`config.mk`:
```
export PLATFORM = sky130hd
export DESIGN_NAME = peripheral_biu_initiator
export DESIGN_NICKNAME = d
export VERILOG_FILES = /design/src/rtl/peripheral_biu_initiator.sv
export SDC_FILE = /design/constraint.sdc
export NUM_CORES = 1
export LEC_CHECK = 0
export ABC_CLOCK_PERIOD_IN_PS = 2800
export CORE_AREA = 8 8 181 183
export CTS_BUF_LIST = sky130_fd_sc_hd__clkbuf_4
export CTS_CLUSTER_DIAMETER = 60
export DETAILED_ROUTE_END_ITERATION = 16
export DIE_AREA = 0 0 189 191
export MAX_ROUTING_LAYER = met4
export PLACE_DENSITY_LB_ADDON = 0.25
export SLEW_MARGIN = 20
export SYNTH_ARGS = -nofsm -noshare
export SYNTH_HDL_FRONTEND = slang
export SYNTH_SLANG_ARGS = --single-unit
```
`constraint.sdc`:
```
create_clock -name clk -period 2.8 [get_ports clk]
set_clock_uncertainty 0.2 [all_clocks]
set_input_delay 0.28 -clock clk [delete_from_list [all_inputs] [get_ports clk]]
set_output_delay 0.28 -clock clk [all_outputs]
set_load 0.05 [all_outputs]
```
`src/rtl/peripheral_biu_initiator.sv`:
```
// Single-transfer BIU bus initiator: one command in, one strobe/address/data transfer out,
// one response back. A watchdog turns a hung transfer into an error response.
module peripheral_biu_initiator #(
    parameter int XLEN    = 64,
    parameter int PLEN    = 64,
    parameter int TIMEOUT = 1024
) (
    input  logic            clk,
    input  logic            rst,

    input  logic            cmd_valid,
    output logic            cmd_ready,
    input  logic            cmd_we,
    input  logic [PLEN-1:0] cmd_addr,
    input  logic [2:0]      cmd_size,
    input  logic [2:0]      cmd_prot,
    input  logic            cmd_lock,
    input  logic [XLEN-1:0] cmd_data,

    output logic            rsp_valid,
    input  logic            rsp_ready,
    output logic [XLEN-1:0] rsp_q,
    output logic            rsp_err,
    output logic            rsp_timeout,

    output logic            biu_stb_o,
    input  logic            biu_stb_ack_i,
    input  logic            biu_d_ack_i,
    output logic [PLEN-1:0] biu_adri_o,
    input  logic [PLEN-1:0] biu_adro_i,
    output logic [2:0]      biu_size_o,
    output logic [2:0]      biu_type_o,
    output logic [2:0]      biu_prot_o,
    output logic            biu_lock_o,
    output logic            biu_we_o,
    output logic [XLEN-1:0] biu_d_o,
    input  logic [XLEN-1:0] biu_q_i,
    input  logic            biu_ack_i,
    input  logic            biu_err_i
);

    typedef enum logic [1:0] {IDLE, REQ, WAIT, RESP} state_t;

    // TIMEOUT of 0 disables the watchdog; keep the counter at least one bit wide.
    localparam int WDW = (TIMEOUT > 0) ? $clog2(TIMEOUT + 1) : 1;
    localparam logic [WDW-1:0] WD_LAST = WDW'((TIMEOUT > 0) ? TIMEOUT - 1 : 0);

    state_t         state, state_nxt;
    logic [WDW-1:0] wd_cnt;
    logic           busy, done, tmo, accept;

    logic unused_inputs;
    assign unused_inputs = ^{biu_adro_i, biu_d_ack_i};

    always_comb begin
        busy   = (state == REQ) || (state == WAIT);
        done   = ((state == REQ) && biu_stb_ack_i && (biu_ack_i || biu_err_i)) ||
                 ((state == WAIT) && (biu_ack_i || biu_err_i));
        tmo    = busy && !done && (TIMEOUT > 0) && (wd_cnt == WD_LAST);
        accept = cmd_valid && cmd_ready;
    end

    always_ff @(posedge clk) begin
        if (rst) state <= IDLE;
        else     state <= state_nxt;
    end

    always_comb begin
        state_nxt = state;
        case (state)
            IDLE: if (accept) state_nxt = REQ;
            REQ: begin
                if (done || tmo)        state_nxt = RESP;
                else if (biu_stb_ack_i) state_nxt = WAIT;
            end
            WAIT: if (done || tmo) state_nxt = RESP;
            RESP: if (rsp_ready)   state_nxt = IDLE;
            default: state_nxt = IDLE;
        endcase
    end

    always_comb begin
        cmd_ready  = (state == IDLE) && !rst;
        rsp_valid  = (state == RESP);
        biu_stb_o  = (state == REQ);
        biu_type_o = 3'b000;
    end

    always_ff @(posedge clk) begin
        if (rst) begin
            biu_adri_o  <= '0;
            biu_size_o  <= '0;
            biu_prot_o  <= '0;
            biu_lock_o  <= 1'b0;
            biu_we_o    <= 1'b0;
            biu_d_o     <= '0;
            wd_cnt      <= '0;
            rsp_q       <= '0;
            rsp_err     <= 1'b0;
            rsp_timeout <= 1'b0;
        end else begin
            if (accept) begin
                biu_adri_o <= cmd_addr;
                biu_size_o <= cmd_size;
                biu_prot_o <= cmd_prot;
                biu_lock_o <= cmd_lock;
                biu_we_o   <= cmd_we;
                biu_d_o    <= cmd_data;
                wd_cnt     <= '0;
            end else if (busy) begin
                wd_cnt <= wd_cnt + WDW'(1);
            end

            // Completion beats a same-cycle timeout; ack+err together is an error.
            if (done) begin
                rsp_q       <= (biu_err_i || biu_we_o) ? '0 : biu_q_i;
                rsp_err     <= biu_err_i;
                rsp_timeout <= 1'b0;
            end else if (tmo) begin
                rsp_q       <= '0;
                rsp_err     <= 1'b1;
                rsp_timeout <= 1'b1;
            end
        end
    end

endmodule

```
==> flow_metrics.tcl <==
set metrics [dict create \
    syn_area_um2 8030 \
    antenna_found_initial 2 \
    period_share 0.933 \
    hold_class "input pin to flip-flop" \
    synthFlopType "dfxtp_1" \
    clock_sinks 215 \
    postCtsSetupBuffers 0 \
    viasPerCell 4.37 \
    ant_nets 0 \
    slew_headroom 0.377 \
    r2r_start "state[0]$_SDFFE_PP0P_" \
    synthAdderAreaFrac 0.00935 \
    syn_avg_cell_area_um2 8.85 \
    grt_max_degree 114 \
    core_area_um2 30000 \
    layout.cells.non_filler 1960 \
    hold_depth 3 \
    layout_min_cycle_time_ns 2.61 \
    max_cap_viol_count 0 \
    htreeDepth 2 \
    grt_pass1_wl_mm 49.9 \
    synth-simple-area-share 0.228 \
    synthMuxAreaShare 0.00249 \
    synthCells 907 \
    placed_cells 1651 \
    netlist.area_leader.share 0.536 \
    die-width_um 189 \
    synth_top_family_by_area "simple AND/OR/NAND/NOR gates" \
    postSynth.asyncResetShare 0 \
    ys_ff_latch 215 \
    drt_wl_total_mm 31.7 \
    start_kind "flip-flop" \
    report.final.slew_viol_count 0 \
    tightest_slew_ns 0.934 \
    drive_gt1_frac 0.0737 \
    r2r_cells 7 \
    switching_share 0.395 \
    synthTopCellsByArea "dfxtp_1 (54%), nand2b_1 (11%), o21ai_0 (8.5%), a32oi_1 (7.0%), nand2_1 (6.4%)" \
    r2r_slack_ns 0.20 \
    grt.total_usage 0.174 \
    setup_tns_ns 0 \
    switchingPower_uw 4350 \
    hold_path_end "rsp_q[30]$_SDFFE_PP0P_" \
    arrival_ns 2.13 \
    ys_warn_count 0 \
    gp_congestion 0.743 \
    drc 0 \
    overflow 0 \
    hold_viol 0 \
    cts_tree "done" \
    grt_pass1_vias 9277 \
    vias 8567 \
    clockRootBuffer "clkbuf_4" \
    ios 480 \
    nNetsFinal 1794 \
    combPwrFrac 0.393 \
    yosys.area_share.xor_xnor 0.00872 \
    die_area_um2 36100 \
    clock.fmax_mhz 383 \
    vdd_drop_max_v 0.000404 \
    clockBufferDepth 3 \
    clk_latency_ns 0.64 \
    die_h_um 191 \
    synth_cell_types 35 \
    outcome "finished, final reports clean" \
    setup_viol 0 \
    crit_path_start "state[1]$_SDFFE_PP0P_" \
    cts_buffers 60 \
    crit_type "flip-flop to output port" \
    p_leak_uw 0.00562 \
    drt_iter0_markers 309 \
    rsz0062_at_grt "false" \
    synth_edf_count 0 \
    synth_compound_area_frac 0.168 \
    intPower_uw 6670 \
    synth_largest_area_cell "dfxtp_1" \
    dp_hpwl_mm 20.4 \
    wl_per_cell_um 16.2 \
    port_buffers 411 \
    p_clk_frac 0.260 \
    clk_pin_slew_ns 0.06 \
    yosysMostFrequentCell "dfxtp_1" \
    start_util 0.267 \
    synth_common_cells "dfxtp_1 (215), nand2b_1 (142), nand2_1 (138)" \
    rows 64 \
    critPathMaxFanout 5 \
    synth_seq_area_share 0.536 \
    hp-start "biu_q_i[30]" \
    powerDensity_nw_per_um2 724 \
    detail_route.first_pass.iterations 4 \
    crit_path_end_kind "output port" \
    reg2reg_to "biu_d_o[7]$_SDFFE_PP0P_" \
    area_growth_pct 89.5 \
    worstPathRequired_ns 2.32 \
    pwr-share-seq 0.346 \
]
cells in the final DEF, fill, tap and decap left out, types with 6 or more instances in the layout:
cell type	count
nand2b_1	142
nand2_1	138
ha_1	6
nor2_1	75
a32oi_1	64
clkdlybuf4s50_1	408
buf_4	13
inv_1	7
dfxtp_1	215
dlygate4sd3_1	199
clkinv_1	14
o21ai_0	137
clkbuf_4	89
layer usage:
layer  wire length [um]  vias up  share of wire  global-route usage
met2              15000      319           0.47               0.282
met4                716        0          0.023              0.0562
li1                   -     4307              -                   -
met5                  0        -              0                   -
met3               2990       51          0.094              0.0739
met1              13000     3890           0.41               0.191
critical path: stages, from the launching register on:
cell and delay [ns]:
dfxtp_1 0.41, ha_1 0.24, clkdlybuf4s50_1 0.86
logic make-up (layout without fill, tap and decap cells):
family,after synthesis,after routing
AO/OA/AOI/OAI,215,215
AND/OR/NAND/NOR,374,374
XOR/XNOR,8,8
flip-flops,215,215
adder cells (fa/ha/maj),6,6
multiplexers,2,2
other,1,6
buffers and inverters,86,738
power by group through the flow:
stage | Sequential (uW) | Clock, uW | Combinational [uW]
2_1_floorplan | 5450 | 0 | 938
3_3_place_gp | 3850 | 0 | 4110
3_5_place_dp | 3860 | 0 | 4110
4_1_cts | 3810 | 3010 | 4360
5_1_grt | 3880 | 3200 | 4590
6_report | 3810 | 2870 | 4340
registers in the layout (all words and copies together) (netlist names):
register and count:
biu_lock_o 1, wd_cnt 11, biu_size_o 3, rsp_q 64
biu_prot_o 3, biu_we_o 1, biu_adri_o 64, rsp_err 1
state 2, rsp_timeout 1, biu_d_o 64
metrics by stage:
stage                     hold slack (ns)   util  worst slack (ns)  total power [uW]  area [um2]
final                               0.149  0.507             0.188             11000       15200
after global routing               0.0665  0.507            0.0355             11700       15200
after CTS                          0.0389  0.507            0.0736             11200       15200
after detailed placement            0.236  0.415             0.373              7970       12500
after global placement              0.235  0.415             0.426              7950       12500
after floorplan                     0.189      -             0.274              6380        8040
how the worst max path moves through the flow:
stage	endpoint	slack (ns)
after floorplan	wd_cnt[0]$_SDFFE_PP0N_	0.27
after global placement	state[1]$_SDFFE_PP0P_	0.43
after detailed placement	state[1]$_SDFFE_PP0P_	0.37
after CTS	rsp_valid	0.07
after global routing	biu_d_o[7]$_SDFFE_PP0P_	0.04
final	rsp_valid	0.19
timing repair:
item / in CTS / in global routing
hold buffers: 199 / 0
gates resized for setup: 1 / 0
setup endpoints to repair: 1 / 0
endpoints found under the hold margin: 211 / 0
layout make-up:
cell class                      count  area, um2
Sequential cell                   215       4300
Multi-Input combinational cell    608       3380
Fill cell                        2769      14800
Clock inverter                     18       98.8
Antenna cell                        3       7.51
Timing Repair Buffer              624       6240
Clock buffer                       89        668
Tap cell                          396        495
Inverter                            7       26.3
Power figures use the tool's default switching activity.
